**config.mk**
```make
export PLATFORM = sky130hd
export DESIGN_NAME = mpu_store_sequencer
export DESIGN_NICKNAME = d
export VERILOG_FILES = /design/src/rtl/mpu_store_sequencer.sv
export SDC_FILE = /design/constraint.sdc
export NUM_CORES = 1
export LEC_CHECK = 0
export ABC_AREA = 1
export BUFFER_PORTS_ARGS = -buffer_cell sky130_fd_sc_hd__buf_2
export CAP_MARGIN = 10
export CORE_MARGIN = 4
export CORE_UTILIZATION = 60
export CTS_BUF_LIST = sky130_fd_sc_hd__clkbuf_8 sky130_fd_sc_hd__clkbuf_16
export CTS_CLUSTER_DIAMETER = 150
export DETAILED_ROUTE_END_ITERATION = 12
export HOLD_SLACK_MARGIN = 0.12
export PLACE_DENSITY_LB_ADDON = 0.05
export SYNTH_ARGS = -nofsm -noshare
export SYNTH_HDL_FRONTEND = slang
export SYNTH_SLANG_ARGS = --single-unit
```
**constraint.sdc**
```tcl
create_clock -name clk -period 4.7 [get_ports clk]
set_input_delay 0 -clock clk [delete_from_list [all_inputs] [get_ports clk]]
set_output_delay 0 -clock clk [all_outputs]
set_load 0.05 [all_outputs]
```
**src/rtl/mpu_store_sequencer.sv**
```systemverilog
`default_nettype none
// mpu_store_sequencer: drains one mpu_register_file matrix register to memory
// as a row-major element stream through a 2-entry credit-managed output FIFO.
module mpu_store_sequencer #(
  parameter int FP              = 32,
  parameter int M               = 4,
  parameter int N               = 4,
  parameter int MBITS           = 2,
  parameter int NBITS           = 2,
  parameter int MATRIX_REG_SIZE = 2
) (
  input  logic                       clk,
  input  logic                       rst_n,
  input  logic                       start_in,
  input  logic [MATRIX_REG_SIZE-1:0] start_addr_in,
  output logic                       busy_out,
  output logic                       done_out,
  output logic                       reg_store_en_out,
  output logic [MATRIX_REG_SIZE-1:0] reg_store_addr_out,
  output logic [MBITS:0]             reg_i_store_loc_out,
  output logic [NBITS:0]             reg_j_store_loc_out,
  input  logic [MBITS:0]             reg_m_store_size_in,
  input  logic [NBITS:0]             reg_n_store_size_in,
  input  logic [FP-1:0]              reg_store_element_in,
  output logic                       mem_valid_out,
  input  logic                       mem_ready_in,
  output logic [FP-1:0]              mem_element_out,
  output logic [MBITS:0]             mem_i_out,
  output logic [NBITS:0]             mem_j_out,
  output logic                       mem_last_out
);

  localparam logic [MBITS:0] M_MAX = (MBITS+1)'(M);
  localparam logic [NBITS:0] N_MAX = (NBITS+1)'(N);
  localparam logic [MBITS:0] M_ONE = (MBITS+1)'(1);
  localparam logic [NBITS:0] N_ONE = (NBITS+1)'(1);

  typedef enum logic [1:0] {
    IDLE   = 2'd0,
    PROBE  = 2'd1,
    STREAM = 2'd2,
    DRAIN  = 2'd3
  } state_t;

  state_t state_q, state_d;

  logic [MBITS:0] m_q, m_d;
  logic [NBITS:0] n_q, n_d;

  // Read-return pipeline: data for a strobe seen last cycle is on the inputs now.
  logic           ret_valid_q;
  logic [MBITS:0] ret_i_q;
  logic [NBITS:0] ret_j_q;

  logic [1:0]     fifo_count_q;
  logic [FP-1:0]  s1_elem_q;
  logic [MBITS:0] s1_i_q;
  logic [NBITS:0] s1_j_q;
  logic           s1_last_q;

  logic                       busy_d, done_d, en_d;
  logic [MATRIX_REG_SIZE-1:0] addr_d;
  logic [MBITS:0]             i_d;
  logic [NBITS:0]             j_d;
  logic                       push, push_last, pop;

  logic [MBITS:0] m_sat;
  logic [NBITS:0] n_sat;
  logic           ret_is_last;
  logic           wrap;
  logic [MBITS:0] nxt_i;
  logic [NBITS:0] nxt_j;
  logic           nxt_is_last;
  logic [2:0]     occ;
  logic           credit_ok;

  assign m_sat = (reg_m_store_size_in > M_MAX) ? M_MAX : reg_m_store_size_in;
  assign n_sat = (reg_n_store_size_in > N_MAX) ? N_MAX : reg_n_store_size_in;

  assign pop         = mem_valid_out & mem_ready_in;
  assign ret_is_last = (ret_i_q == m_q - M_ONE) && (ret_j_q == n_q - N_ONE);

  assign wrap        = (reg_j_store_loc_out == n_q - N_ONE);
  assign nxt_j       = wrap ? '0 : reg_j_store_loc_out + N_ONE;
  assign nxt_i       = wrap ? reg_i_store_loc_out + M_ONE : reg_i_store_loc_out;
  assign nxt_is_last = (nxt_i == m_q - M_ONE) && (nxt_j == n_q - N_ONE);

  // Everything that will eventually occupy the FIFO must fit in its 2 entries.
  assign occ       = {1'b0, fifo_count_q} + {2'b00, reg_store_en_out} + {2'b00, ret_valid_q};
  assign credit_ok = (occ - {2'b00, pop}) < 3'd2;

  always_comb begin
    state_d   = state_q;
    busy_d    = busy_out;
    done_d    = 1'b0;
    en_d      = 1'b0;
    addr_d    = reg_store_addr_out;
    i_d       = reg_i_store_loc_out;
    j_d       = reg_j_store_loc_out;
    m_d       = m_q;
    n_d       = n_q;
    push      = 1'b0;
    push_last = 1'b0;
    unique case (state_q)
      IDLE: begin
        if (start_in) begin
          state_d = PROBE;
          busy_d  = 1'b1;
          en_d    = 1'b1;
          addr_d  = start_addr_in;
          i_d     = '0;
          j_d     = '0;
        end
      end
      PROBE: begin
        if (ret_valid_q) begin
          m_d = m_sat;
          n_d = n_sat;
          if (m_sat == '0 || n_sat == '0) begin
            done_d  = 1'b1;
            busy_d  = 1'b0;
            state_d = IDLE;
          end else begin
            push      = 1'b1;
            push_last = (m_sat == M_ONE) && (n_sat == N_ONE);
            // A 1x1 matrix has already had its only read issued.
            state_d   = push_last ? DRAIN : STREAM;
          end
        end
      end
      STREAM: begin
        push      = ret_valid_q;
        push_last = ret_is_last;
        if (credit_ok) begin
          en_d = 1'b1;
          i_d  = nxt_i;
          j_d  = nxt_j;
          if (nxt_is_last) state_d = DRAIN;
        end
      end
      DRAIN: begin
        push      = ret_valid_q;
        push_last = ret_is_last;
        if (pop && mem_last_out) begin
          done_d  = 1'b1;
          busy_d  = 1'b0;
          state_d = IDLE;
        end
      end
      default: state_d = IDLE;
    endcase
  end

  always_ff @(posedge clk or negedge rst_n) begin
    if (!rst_n) begin
      state_q             <= IDLE;
      busy_out            <= 1'b0;
      done_out            <= 1'b0;
      reg_store_en_out    <= 1'b0;
      reg_store_addr_out  <= '0;
      reg_i_store_loc_out <= '0;
      reg_j_store_loc_out <= '0;
      m_q                 <= '0;
      n_q                 <= '0;
      ret_valid_q         <= 1'b0;
      ret_i_q             <= '0;
      ret_j_q             <= '0;
    end else begin
      state_q             <= state_d;
      busy_out            <= busy_d;
      done_out            <= done_d;
      reg_store_en_out    <= en_d;
      reg_store_addr_out  <= addr_d;
      reg_i_store_loc_out <= i_d;
      reg_j_store_loc_out <= j_d;
      m_q                 <= m_d;
      n_q                 <= n_d;
      ret_valid_q         <= reg_store_en_out;
      ret_i_q             <= reg_i_store_loc_out;
      ret_j_q             <= reg_j_store_loc_out;
    end
  end

  // The head entry lives directly in the mem_* output registers; s1 is the second slot.
  always_ff @(posedge clk or negedge rst_n) begin
    if (!rst_n) begin
      fifo_count_q    <= 2'd0;
      mem_valid_out   <= 1'b0;
      mem_element_out <= '0;
      mem_i_out       <= '0;
      mem_j_out       <= '0;
      mem_last_out    <= 1'b0;
      s1_elem_q       <= '0;
      s1_i_q          <= '0;
      s1_j_q          <= '0;
      s1_last_q       <= 1'b0;
    end else begin
      unique case ({push, pop})
        2'b10: begin
          if (fifo_count_q == 2'd0) begin
            mem_element_out <= reg_store_element_in;
            mem_i_out       <= ret_i_q;
            mem_j_out       <= ret_j_q;
            mem_last_out    <= push_last;
          end else begin
            s1_elem_q <= reg_store_element_in;
            s1_i_q    <= ret_i_q;
            s1_j_q    <= ret_j_q;
            s1_last_q <= push_last;
          end
          fifo_count_q  <= fifo_count_q + 2'd1;
          mem_valid_out <= 1'b1;
        end
        2'b01: begin
          if (fifo_count_q == 2'd2) begin
            mem_element_out <= s1_elem_q;
            mem_i_out       <= s1_i_q;
            mem_j_out       <= s1_j_q;
            mem_last_out    <= s1_last_q;
          end
          fifo_count_q  <= fifo_count_q - 2'd1;
          mem_valid_out <= (fifo_count_q == 2'd2);
        end
        2'b11: begin
          if (fifo_count_q == 2'd1) begin
            mem_element_out <= reg_store_element_in;
            mem_i_out       <= ret_i_q;
            mem_j_out       <= ret_j_q;
            mem_last_out    <= push_last;
          end else begin
            mem_element_out <= s1_elem_q;
            mem_i_out       <= s1_i_q;
            mem_j_out       <= s1_j_q;
            mem_last_out    <= s1_last_q;
            s1_elem_q       <= reg_store_element_in;
            s1_i_q          <= ret_i_q;
            s1_j_q          <= ret_j_q;
            s1_last_q       <= push_last;
          end
        end
        default: ;
      endcase
    end
  end

endmodule
`default_nettype wire

```
==> Flow_metrics.wiki, run 1 <==
{| class="wikitable"
! Metric !! Value
|-
| Worst min-delay path category || in -> reg
|-
| Pin count of the biggest net entering global routing || 69
|-
| Total Nets Final || 781
|-
| Prevailing post-synth register cell || sky130_fd_sc_hd__dfrtp_1
|-
| Leakage power figure || 3.20 nW
|-
| Pins over their slew limit || 0
|-
| DR iter-0 viols || 271
|-
| Buffer levels on the longest clock path || 2
|-
| Total clock buffers created by CTS || 9
|-
| Count of H-tree levels built during CTS || 3
|-
| Maximum fanout encountered on the critical timing path || 39
|-
| Number of maximum-capacitance constraint violations || 0
|-
| Crit share post-route || 75.2%
|-
| Clock insertion delay at the later pin of the skew report || 0.36 ns
|-
| Peak clock frequency supported by timing || 283 MHz
|-
| Count of distinct cell types in the synthesized netlist || 29
|-
| Critical-path cell with the highest stage delay || sky130_fd_sc_hd__o21ai_4
|-
| Total power density per cell area || 506 nW/um^2
|-
| Final Hold Violating Endpoints || 0
|-
| Dominant cell by count in the synthesized netlist || sky130_fd_sc_hd__inv_1
|-
| Flip-flop and latch count after synthesis || 107
|-
| Area growth, synth to finish || 24.0%
|-
| Post-detailed-placement half-perimeter wirelength || 7770 um
|-
| Worst R2R Setup Slack || 1.17 ns
|-
| Clock period minus worst slack || 3.53 ns
|-
| Synthesized area || 5140 sq um
|-
| Area contributors post-synth || sky130_fd_sc_hd__dfrtp_1, sky130_fd_sc_hd__inv_1, sky130_fd_sc_hd__o21ai_0
|-
| Total via count in the routed design || 4514
|-
| Starting density of the core || 62.0%
|-
| I/O pin count || 95
|-
| Warning count from the yosys run || 0
|-
| Die outline area || 10100 sq um
|-
| Clock slew at the register clock pins of the worst setup and hold paths || 0.10 ns
|-
| Data required time at the worst endpoint || 5.01 ns
|-
| Initial antenna violation count || 0
|-
| Leading area contributor after synthesis || sky130_fd_sc_hd__dfrtp_1
|-
| Root cell of the clock tree || sky130_fd_sc_hd__clkbuf_8
|-
| Antenna viol nets, final || 0
|-
| Leading post-synthesis cells by instance count || sky130_fd_sc_hd__inv_1, sky130_fd_sc_hd__dfrtp_1, sky130_fd_sc_hd__o21ai_0, sky130_fd_sc_hd__nand2_1, sky130_fd_sc_hd__nand3_1
|-
| Die boundary width || 101 um
|-
| Critical Path End Type || flip-flop
|-
| Combined flip-flop and latch cell area || 2680 sq um
|-
| Final antenna diode count || 0
|-
| Run status || completed
|-
| Wire length of the first global-routing pass || 20500 um
|-
| CP bufs+invs || 3
|-
| Row count || 33
|-
| # fillers || 594
|-
| Initial DRT Pass Iterations || 5
|-
| Worst-case clock skew || 0.00940 ns
|-
| Buffers on Ports || 94
|-
| Startpoint type of the worst setup path || flip-flop
|-
| RSZ-0062 raised after global routing || false
|-
| Count of endpoints failing setup in the final report || 0
|-
| Critical setup path kind || reg -> reg
|-
| Drt drc || 0
|-
| Sum of overflow across all layers after global routing || 0
|-
| Crit path max-delay family || compound AO/OA/AOI/OAI gates
|-
| Synthesized netlist net count || 651
|-
| Placeable core region || 8300 sq um
|-
| Worst hold slack || 0.134 ns
|-
| Mean instance size in the synthesized netlist || 8.68 sq um
|-
| Via count of the first global-routing pass || 4467
|-
| Average wire length per cell after detail routing || 14.1 um
|-
| Area taken by multi-input logic gates || 1930 sq um
|-
| Sum of negative setup slack || 0 ns
|-
| Wire length after detailed routing || 11800 um
|-
| Number of cells upsized or downsized after cts || 0
|-
| Ratio of cells with drive above 1 in the final layout || 18.0%
|-
| Clock tree from TritonCTS || built
|-
| Relative slew margins || 33.0%
|-
| Slew of the pin with the lowest slew margin || 1.00 ns
|-
| Async set or reset register ratio after synthesis || 100%
|-
| Overall Global Routing Usage || 25.0%
|-
| Post-synthesis cell count || 593
|-
| Die H || 101 um
|-
| Placer congestion estimate || 0.901
|-
| Crit path cell chain || nand2_1 > inv_1 > nand2_1 > a31oi_1 > nand2_1 > o21ai_0 > ha_1 > inv_1 > o21ai_4 > nand3_1 > o211ai_1 > o21ai_0 > inv_1
|-
| Slowest stage delay, CP || 0.77 ns
|-
| WP data arrival || 3.84 ns
|-
| Number of enable-type register cells in the synthesized netlist || 0
|-
| Number of vias per cell after detailed routing || 5.42
|-
| Worst vdd rail ir drop || 0.393 mV
|-
| Yosys top cell area share || 52.0%
|-
| Register area share after synthesis || 52.0%
|-
| CTS Sinks || 107
|}
## where the power goes
part | leakage, nW | internal (W) | switching [W]
clock network | 0.0987 | 0.000250 | 0.000318
logic | 1.93 | 0.000353 | 0.00107
registers | 1.17 | 0.00112 | 0.000113
## stage by stage
step / instance area, sq um / instances / setup slack, ns / total power (W) / util [%]
CTS: 6380 / 833 / 1.19 / 0.00324 / 76.9
global placement: 5700 / 769 / 1.42 / 0.00262 / 68.6
finish: 6380 / 833 / 1.17 / 0.00323 / 76.9
global route: 6380 / 833 / 0.777 / 0.00342 / 76.9
detailed placement: 5700 / 769 / 1.21 / 0.00265 / 68.6
floorplan: 5140 / 593 / 1.44 / 0.00228 / -
## kinds of logic after synthesis
family / share of synthesized area [%]
AND/OR/NAND/NOR: 14.4
buffers and inverters: 11.0
AO/OA/AOI/OAI: 16.6
flip-flops: 52.0
adder cells (fa/ha/maj): 3.55
XOR/XNOR: 1.53
multiplexers: 0.875
## flip-flops by register name, summed over array words and instances, names as in the netlist, 2 cells and up, named ones only
signal	flops
n_q	3
reg_store_addr_out	2
fifo_count_q	2
ret_i_q	3
s1_i_q	3
ret_j_q	3
s1_elem_q	32
reg_i_store_loc_out	3
m_q	3
s1_j_q	3
mem_i_out	3
mem_j_out	3
mem_element_out	32
reg_j_store_loc_out	3
## what timing repair did
item                                    CTS  global route
setup buffers                             0             0
endpoints found under the setup margin    0             0
hold buffers                             48             0
endpoints found under the hold margin   143             0
## placed cells by master, fill, tap and decap left out, drive strengths merged, types with 4 or more instances in the layout
cell type / synthesis / routed
mux2: 4 / 4
ha: 13 / 13
nand3: 60 / 60
buf: 10 / 100
o21ai: 84 / 84
dfrtp: 107 / 107
xor2: 5 / 5
a2bb2oi: 4 / 4
o22ai: 7 / 7
inv: 117 / 119
nand2: 85 / 85
xnor2: 4 / 4
o211ai: 35 / 35
a21oi: 7 / 7
dlygate4sd3: 0 / 48
nor2: 17 / 17
clkbuf: 19 / 9
o31ai: 4 / 4
## cell type report
cell class,count,share of cell area (%)
clock inverters,7,1.22
multi-input cells,340,30.3
inverters,117,6.89
flip-flops and latches,107,42.0
repair buffers,148,15.7
clock buffers,9,1.94
well taps,105,2.06
## tightest hold or removal path, delay by kind of cell
kind / cells / cell delay (ns)
adder cells (fa/ha/maj): 1 / 0.17
AND/OR/NAND/NOR: 1 / 0.12
buffers and inverters: 1 / 0.10
XOR/XNOR: 1 / 0.06
## metal layers
layer | wire (um) | global-route usage, % | vias to the layer above
met3 | 444 | 3.18 | 15
met5 | 0 | 0 | -
met2 | 5920 | 41.4 | 119
met4 | 147 | 8.50 | 0
met1 | 5270 | 34.3 | 2186
li1 | - | - | 2194
## path summary, 6_finish.rpt
kind                                            start                         endpoint  depth (start not counted)
max in group asynchronous                       rst_n         mem_j_out[2]$_DFFE_PN0P_                          3
min in group asynchronous                       rst_n   mem_element_out[6]$_DFFE_PN0P_                          2
hold reg to reg            reg_store_en_out$_DFF_PN0_            ret_valid_q$_DFF_PN0_                          0
hold / removal                           mem_ready_in      fifo_count_q[0]$_DFFE_PN0P_                          4
setup reg to reg            mem_valid_out$_DFFE_PN0P_  mem_element_out[18]$_DFFE_PN0P_                         13
setup / recovery            mem_valid_out$_DFFE_PN0P_  mem_element_out[18]$_DFFE_PN0P_                         13
No activity file was read; power rests on OpenSTA's default activity.
==> run 2, diff against run 1 <==
--- a/config.mk
+++ b/config.mk
@@ -9,7 +9,7 @@
 export BUFFER_PORTS_ARGS = -buffer_cell sky130_fd_sc_hd__buf_2
 export CAP_MARGIN = 10
 export CORE_MARGIN = 4
-export CORE_UTILIZATION = 60
+export CORE_UTILIZATION = 56
 export CTS_BUF_LIST = sky130_fd_sc_hd__clkbuf_8 sky130_fd_sc_hd__clkbuf_16
 export CTS_CLUSTER_DIAMETER = 150
 export DETAILED_ROUTE_END_ITERATION = 12
==> constraint.sdc (replaced) <==
create_clock -name clk -period 3.3 [get_ports clk]
set_input_delay 0 -clock clk [delete_from_list [all_inputs] [get_ports clk]]
set_output_delay 0 -clock clk [all_outputs]
set_load 0.05 [all_outputs]
==> run 2 against run 1 <==
Compared with the run above:
- clock power grew 27%
- flip-flop and latch count is the same
- setup slack lost 0.78 ns
- clock skew grew 0.0075 ns
- wire length grew 4.9%
- critical path depth shrank 1
- count of clock-buffer cells in the layout is the same
- register-to-register slack lost 0.78 ns
- total power grew 40%
- sequential share of layout area shrank 0.14 points
- core utilization shrank 4.5 points
- via count grew 0.78%
- critical endpoint is now reg_i_store_loc_out[0]$_DFFE_PN0P_
- largest cell class unchanged
- highest routed layer unchanged
==> Flow_metrics.wiki, run 2 (synthesis gave the netlist of run 1 again) <==
{| class="wikitable"
! Metric !! Value
|-
| Combinational share of power || 45.5%
|-
| Total clock buffers created by CTS || 9
|-
| Die H || 104 um
|-
| Critical setup path kind || reg -> reg
|-
| Switching power as a share of total power || 47.5%
|-
| Crit share post-route || 88.2%
|-
| Count of H-tree levels built during CTS || 3
|-
| R2R Path Start || mem_valid_out$_DFFE_PN0P_
|-
| Startpoint type of the worst setup path || flip-flop
|-
| Number of maximum-capacitance constraint violations || 0
|-
| Initial DRT Pass Iterations || 5
|-
| Number of vias per cell after detailed routing || 5.41
|-
| Area growth, synth to finish || 24.4%
|-
| Ratio of cells with drive above 1 in the final layout || 18.6%
|-
| Run status || completed
|-
| Via count of the first global-routing pass || 4650
|-
| Power consumption || 0.00453 W
|-
| Total via count in the routed design || 4549
|-
| I/O pin count || 95
|-
| Sequential share of power || 38.6%
|-
| DR iter-0 viols || 201
|-
| Row count || 34
|-
| Final Hold Violating Endpoints || 0
|-
| Antenna viol nets, final || 0
|-
| Clock slew at the register clock pins of the worst setup and hold paths || 0.10 ns
|-
| Wire length of the first global-routing pass || 21600 um
|-
| Overall Global Routing Usage || 23.8%
|-
| Sum of negative setup slack || 0 ns
|-
| Post-detailed-placement half-perimeter wirelength || 8300 um
|-
| Initial antenna violation count || 0
|-
| Peak clock frequency supported by timing || 344 MHz
|-
| Leakage power figure || 3.23 nW
|-
| Clock tree from TritonCTS || built
|-
| Worst R2R Setup Slack || 0.39 ns
|-
| Worst vdd rail ir drop || 0.342 mV
|-
| Relative slew margins || 36.1%
|-
| # placed instances || 777
|-
| Buffer levels on the longest clock path || 2
|-
| Slew of the pin with the lowest slew margin || 0.958 ns
|-
| Hold Crit Depth || 4
|-
| Most common cell after layout, fill and taps aside || sky130_fd_sc_hd__inv_1
|-
| Endpoint of the most critical register-to-register path || reg_i_store_loc_out[0]$_DFFE_PN0P_
|-
| Clock insertion delay at the later pin of the skew report || 0.36 ns
|-
| CTS Sinks || 107
|-
| WP data arrival || 3.13 ns
|-
| Number of cells upsized or downsized after cts || 0
|-
| First element of the critical path || mem_valid_out$_DFFE_PN0P_
|-
| Registers with the most flip-flops || mem_element_out (32), s1_elem_q (32)
|-
| Sum of overflow across all layers after global routing || 0
|-
| # fillers || 702
|-
| Placeable core region || 8850 sq um
|-
| Worst min-delay path category || in -> reg
|-
| Clock period minus worst slack || 2.91 ns
|-
| Final core utilization || 72.3%
|-
| Worst hold path startpoint || mem_ready_in
|-
| RSZ-0062 raised after global routing || false
|-
| Starting density of the core || 58.1%
|-
| Count of endpoints failing setup in the final report || 0
|-
| Pin count of the biggest net entering global routing || 78
|-
| Buffers on Ports || 94
|-
| Final antenna diode count || 0
|-
| Data required time at the worst endpoint || 3.52 ns
|-
| Total power density per cell area || 708 nW/um^2
|-
| Critical Path End Type || flip-flop
|-
| Power spent charging and discharging nets || 0.00215 W
|-
| Worst-case clock skew || 0.0169 ns
|-
| Root cell of the clock tree || sky130_fd_sc_hd__clkbuf_8
|-
| CTS Hold Bufs || 48
|-
| Wire length after detailed routing || 12400 um
|-
| Total Nets Final || 786
|-
| Number of standard cells in the final layout excluding fillers || 841
|-
| Die outline area || 10800 sq um
|-
| Maximum fanout encountered on the critical timing path || 7
|-
| Relative contribution of the clock network to total power || 16.0%
|-
| Drt drc || 0
|-
| Average wire length per cell after detail routing || 14.7 um
|-
| Placer congestion estimate || 0.858
|-
| Endpoint of the worst hold path || fifo_count_q[0]$_DFFE_PN0P_
|-
| Reg2Reg Depth || 12
|-
| Internal Pwr Total || 0.00238 W
|-
| Post-CTS Setup Repair Bufs || 0
|-
| Most used cells in the layout excluding fill and tap cells || sky130_fd_sc_hd__inv_1, sky130_fd_sc_hd__dfrtp_1, sky130_fd_sc_hd__buf_2
|-
| Die boundary width || 104 um
|-
| Pins over their slew limit || 0
|}
-- run 2: cell count changes in the layout (fill, tap and decap cells not counted) --
cell | previous run | this run
sky130_fd_sc_hd__buf_4 | 7 | 11
sky130_fd_sc_hd__inv_8 | 1 | 0
sky130_fd_sc_hd__buf_12 | 0 | 1
sky130_fd_sc_hd__clkinv_2 | 0 | 3
sky130_fd_sc_hd__bufinv_16 | 1 | 0
sky130_fd_sc_hd__inv_6 | 0 | 1
sky130_fd_sc_hd__clkinvlp_4 | 2 | 0
-- run 2: worst max-delay path by stage --
stage	slack [ns]	to	cells past startpoint
2_1_floorplan	0.04	state_q[0]$_DFFE_PN0P_	17
3_3_place_gp	0.51	reg_i_store_loc_out[0]$_DFFE_PN0P_	11
3_5_place_dp	0.41	reg_i_store_loc_out[0]$_DFFE_PN0P_	12
4_1_cts	0.39	reg_i_store_loc_out[0]$_DFFE_PN0P_	12
5_1_grt	0.14	reg_i_store_loc_out[0]$_DFFE_PN0P_	12
6_report	0.39	reg_i_store_loc_out[0]$_DFFE_PN0P_	12
-- run 2: metrics by stage --
stage          area [sq um]  hold slack (ns)  setup WS, ns
2_1_floorplan          5140           -0.296        0.0401
3_3_place_gp           5750            0.211         0.506
3_5_place_dp           5750            0.218         0.412
4_1_cts                6400            0.149         0.389
5_1_grt                6400            0.162         0.138
6_report               6400            0.159         0.391
-- run 2: layout make-up --
type	instances	area, sq um	area share, %
well taps	108	135	2.11
clock inverters	7	45.0	0.704
clock buffers	9	124	1.94
multi-input cells	340	1930	30.2
flip-flops and latches	107	2680	41.8
inverters	117	439	6.86
repair buffers	153	1050	16.4
-- run 2: worst max-delay path, cell delays in order, from the launching register on --
cell and delay, ns:
sky130_fd_sc_hd__dfrtp_1 0.41, sky130_fd_sc_hd__nand2_1 0.15, sky130_fd_sc_hd__inv_1 0.09, sky130_fd_sc_hd__ha_1 0.28, sky130_fd_sc_hd__inv_1 0.04, sky130_fd_sc_hd__ha_1 0.26
sky130_fd_sc_hd__a21o_1 0.19, sky130_fd_sc_hd__fa_1 0.39, sky130_fd_sc_hd__nand2_1 0.07, sky130_fd_sc_hd__nor3b_1 0.25, sky130_fd_sc_hd__nand2_1 0.22, sky130_fd_sc_hd__nand2_1 0.29
sky130_fd_sc_hd__o21ai_0 0.14
-- run 2: routing by layer --
layer,up-vias,part of all wire [%],track usage [%],routed length [um]
met4,0,1.5,8.36,182
met2,134,50,40.3,6200
met3,16,4.9,3.60,608
met5,-,0,0,0
met1,2198,43,31.3,5370
li1,2201,-,-,-
-- run 2: power by group through the flow --
| stage | Clock [W] | Sequential [W] | Combinational, W |
|---|---|---|---|
| finish | 0.000723 | 0.00175 | 0.00206 |
| global route | 0.000799 | 0.00178 | 0.00222 |
| CTS | 0.000738 | 0.00175 | 0.00207 |
| detailed placement | 0 | 0.00177 | 0.00203 |
| global placement | 0 | 0.00177 | 0.00199 |
| floorplan | 0 | 0.00262 | 0.000629 |
==> run 3, diff against run 2 <==
==> constraint.sdc (replaced) <==
create_clock -name clk -period 3.06 [get_ports clk]
set_input_delay 0 -clock clk [delete_from_list [all_inputs] [get_ports clk]]
set_output_delay 0 -clock clk [all_outputs]
set_load 0.05 [all_outputs]
==> run 3 against run 2 <==
Compared with the run above:
- non-clock buffer count is 2 higher
- final cell count is 0.36% higher
- total power is 9.8% higher
- core utilization is 0.69 points higher
- wire length is 4.1% higher
- first-iteration DRC count is 38% higher
- via count is 0.77% higher
- global-route usage is 0.26 points lower
- combinational power is 12% higher
- clock skew is 0.0071 ns lower
- sequential share of layout area is 0.38 points lower
- largest power group unchanged
- final area is 0.96% higher
==> Flow_metrics.wiki, run 3 (synthesis gave the netlist of run 1 again) <==
{| class="wikitable"
! Metric !! Value
|-
| Run status || completed
|-
| Sequential share of power || 38.1%
|-
| Power spent charging and discharging nets || 0.00234 W
|-
| Number of vias per cell after detailed routing || 5.43
|-
| Row count || 34
|-
| Ratio of cells with drive above 1 in the final layout || 19.0%
|-
| Worst hold slack || 0.179 ns
|-
| Average wire length per cell after detail routing || 15.2 um
|-
| Area growth, synth to finish || 25.6%
|-
| Crit path cell chain || nand2_1 > inv_1 > ha_1 > inv_1 > ha_1 > a21o_1 > fa_1 > nor3b_1 > nand2_1 > nand2_1 > o21ai_0
|-
| RSZ-0062 raised after global routing || false
|-
| Peak clock frequency supported by timing || 356 MHz
|-
| Internal Pwr Total || 0.00264 W
|-
| Total via count in the routed design || 4584
|-
| Sum of overflow across all layers after global routing || 0
|-
| Crit path depth || 11
|-
| Clock slew at the register clock pins of the worst setup and hold paths || 0.09 ns
|-
| Area taken by multi-input logic gates || 1940 sq um
|-
| Reg2Reg Depth || 11
|-
| Grt met2 use || 39.3%
|-
| Slowest stage delay, CP || 0.44 ns
|-
| Total power density per cell area || 770 nW/um^2
|-
| Registers with the most flip-flops || mem_element_out (32), s1_elem_q (32)
|-
| Final std cell area, no fill || 6460 sq um
|-
| Placer congestion estimate || 0.906
|-
| Overall Global Routing Usage || 23.5%
|-
| Worst vdd rail ir drop || 0.355 mV
|-
| Starting density of the core || 58.1%
|-
| Worst R2R Setup Slack || 0.25 ns
|-
| Combined flip-flop and latch cell area || 2680 sq um
|-
| Met1 demand-to-capacity share in global routing || 30.7%
|-
| Post-detailed-placement half-perimeter wirelength || 8320 um
|-
| Most common cell after layout, fill and taps aside || sky130_fd_sc_hd__inv_1
|-
| I/O pin count || 95
|-
| Clock period minus worst slack || 2.81 ns
|-
| Buffers on Ports || 94
|-
| Slew of the pin with the lowest slew margin || 0.710 ns
|-
| Via count of the first global-routing pass || 4459
|-
| Count of endpoints failing setup in the final report || 0
|-
| Endpoint of the most critical register-to-register path || reg_i_store_loc_out[0]$_DFFE_PN0P_
|-
| Total Nets Final || 788
|-
| Die boundary width || 104 um
|-
| Cell type with the highest occurrence count on the critical path || sky130_fd_sc_hd__nand2_1
|-
| Leakage power figure || 3.25 nW
|-
| Total clock buffers created by CTS || 9
|-
| DR iter-0 viols || 278
|-
| Die outline area || 10800 sq um
|-
| Pin count of the biggest net entering global routing || 77
|-
| Sum of negative setup slack || 0 ns
|-
| Placeable core region || 8850 sq um
|-
| Relative contribution of the clock network to total power || 15.4%
|-
| Startpoint type of the worst setup path || flip-flop
|-
| Worst Setup EP || reg_i_store_loc_out[0]$_DFFE_PN0P_
|-
| Placed Area || 5770 sq um
|-
| CP bufs+invs || 2
|-
| Most used cells in the layout excluding fill and tap cells || sky130_fd_sc_hd__inv_1, sky130_fd_sc_hd__dfrtp_1, sky130_fd_sc_hd__buf_2
|-
| CTS Sinks || 107
|-
| Worst min-delay path category || in -> reg
|-
| Initial DRT Pass Iterations || 5
|-
| Final Hold Violating Endpoints || 0
|-
| WP data arrival || 3.05 ns
|-
| Root cell of the clock tree || sky130_fd_sc_hd__clkbuf_8
|-
| Number of maximum-capacitance constraint violations || 0
|-
| Antenna viol nets, final || 0
|-
| Critical Path End Type || flip-flop
|-
| Crit share post-route || 91.9%
|-
| Wire length of the first global-routing pass || 21200 um
|-
| Data required time at the worst endpoint || 3.29 ns
|-
| Most crowded layer after global routing || met2
|-
| Pins over their slew limit || 0
|-
| Critical-path cell with the highest stage delay || sky130_fd_sc_hd__fa_1
|-
| Switching power as a share of total power || 46.9%
|-
| Maximum fanout encountered on the critical timing path || 7
|-
| Initial antenna violation count || 1
|-
| Critical setup path kind || reg -> reg
|-
| # fillers || 677
|-
| Drt drc || 0
|-
| Worst-case clock skew || 0.00974 ns
|-
| Relative slew margins || 52.7%
|-
| Die H || 104 um
|-
| Grt met3 use || 5.59%
|-
| Clock insertion delay at the later pin of the skew report || 0.36 ns
|-
| Combinational share of power || 46.4%
|-
| First element of the critical path || mem_valid_out$_DFFE_PN0P_
|-
| Buffer levels on the longest clock path || 2
|-
| R2R Path Start || mem_valid_out$_DFFE_PN0P_
|-
| Wire length after detailed routing || 12900 um
|-
| Count of H-tree levels built during CTS || 3
|-
| Crit path max-delay family || adder cells
|-
| Clock tree from TritonCTS || built
|}
[run 3: changes by cell type in the layout (fill, tap and decap cells not counted), moves of 2 or more]
cell	before	now
sky130_fd_sc_hd__clkinv_2	3	0
sky130_fd_sc_hd__dlygate4sd3_1	48	46
sky130_fd_sc_hd__clkinvlp_4	0	2
sky130_fd_sc_hd__inv_1	115	117
[run 3: layer usage]
layer,vias up,routed length (um)
met1,2230,5530
met4,0,250
met5,-,0
li1,2205,-
met3,20,612
met2,129,6470
[run 3: worst min-delay path by stage]
stage / end / depth (start not counted) / startpoint / slack [ns]
3_3_place_gp: mem_element_out[8]$_DFFE_PN0P_ / 1 / rst_n / 0.10
4_1_cts: fifo_count_q[0]$_DFFE_PN0P_ / 4 / mem_ready_in / 0.15
2_1_floorplan: asynchronous set/reset pin / 0 / rst_n / -0.30
6_report: fifo_count_q[0]$_DFFE_PN0P_ / 4 / mem_ready_in / 0.18
3_5_place_dp: mem_element_out[5]$_DFFE_PN0P_ / 1 / rst_n / 0.1
5_1_grt: fifo_count_q[0]$_DFFE_PN0P_ / 4 / mem_ready_in / 0.18
[run 3: worst reg2reg max path, delay by kind of cell (launching register included)]
kind	cells	cell delay, ns
DFF	1	0.42
AOI/OAI and AO/OA	2	0.31
and+or+nand+nor	4	0.85
adders and majority gates	3	0.98
buffers and inverters	2	0.15
[run 3: cell type report]
type / count / share of cell area, %
repair buffers: 155 / 16.9
clock inverters: 6 / 0.542
well taps: 108 / 2.09
multi-input cells: 340 / 30.0
clock buffers: 10 / 2.13
diodes: 1 / 0.0387
inverters: 117 / 6.80
flip-flops and latches: 107 / 41.5
[run 3: per-stage QoR]
stage	total power [W]	setup slack, ns	util, %	instances
CTS	0.00494	0.247	72.4	840
detailed placement	0.00412	0.270	65.2	778
global route	0.00527	0.0304	73.0	844
global placement	0.00408	0.293	65.2	778
floorplan	0.00351	0.109	-	593
finish	0.00498	0.248	73.0	844
[run 3: power groups by stage]
stage / registers (W) / clock network, W / logic [W]
6_report: 0.00190 / 0.000769 / 0.00231
5_1_grt: 0.00193 / 0.000857 / 0.00248
4_1_cts: 0.00189 / 0.000793 / 0.00225
3_5_place_dp: 0.00191 / 0 / 0.00221
3_3_place_gp: 0.00191 / 0 / 0.00218
2_1_floorplan: 0.00283 / 0 / 0.000680
[run 3: repair_timing]
action,in CTS,in global routing
gates resized for setup,0,6
endpoints found under the hold margin,130,0
setup buffers,0,1
hold buffers,46,0
endpoints found under the setup margin,0,37
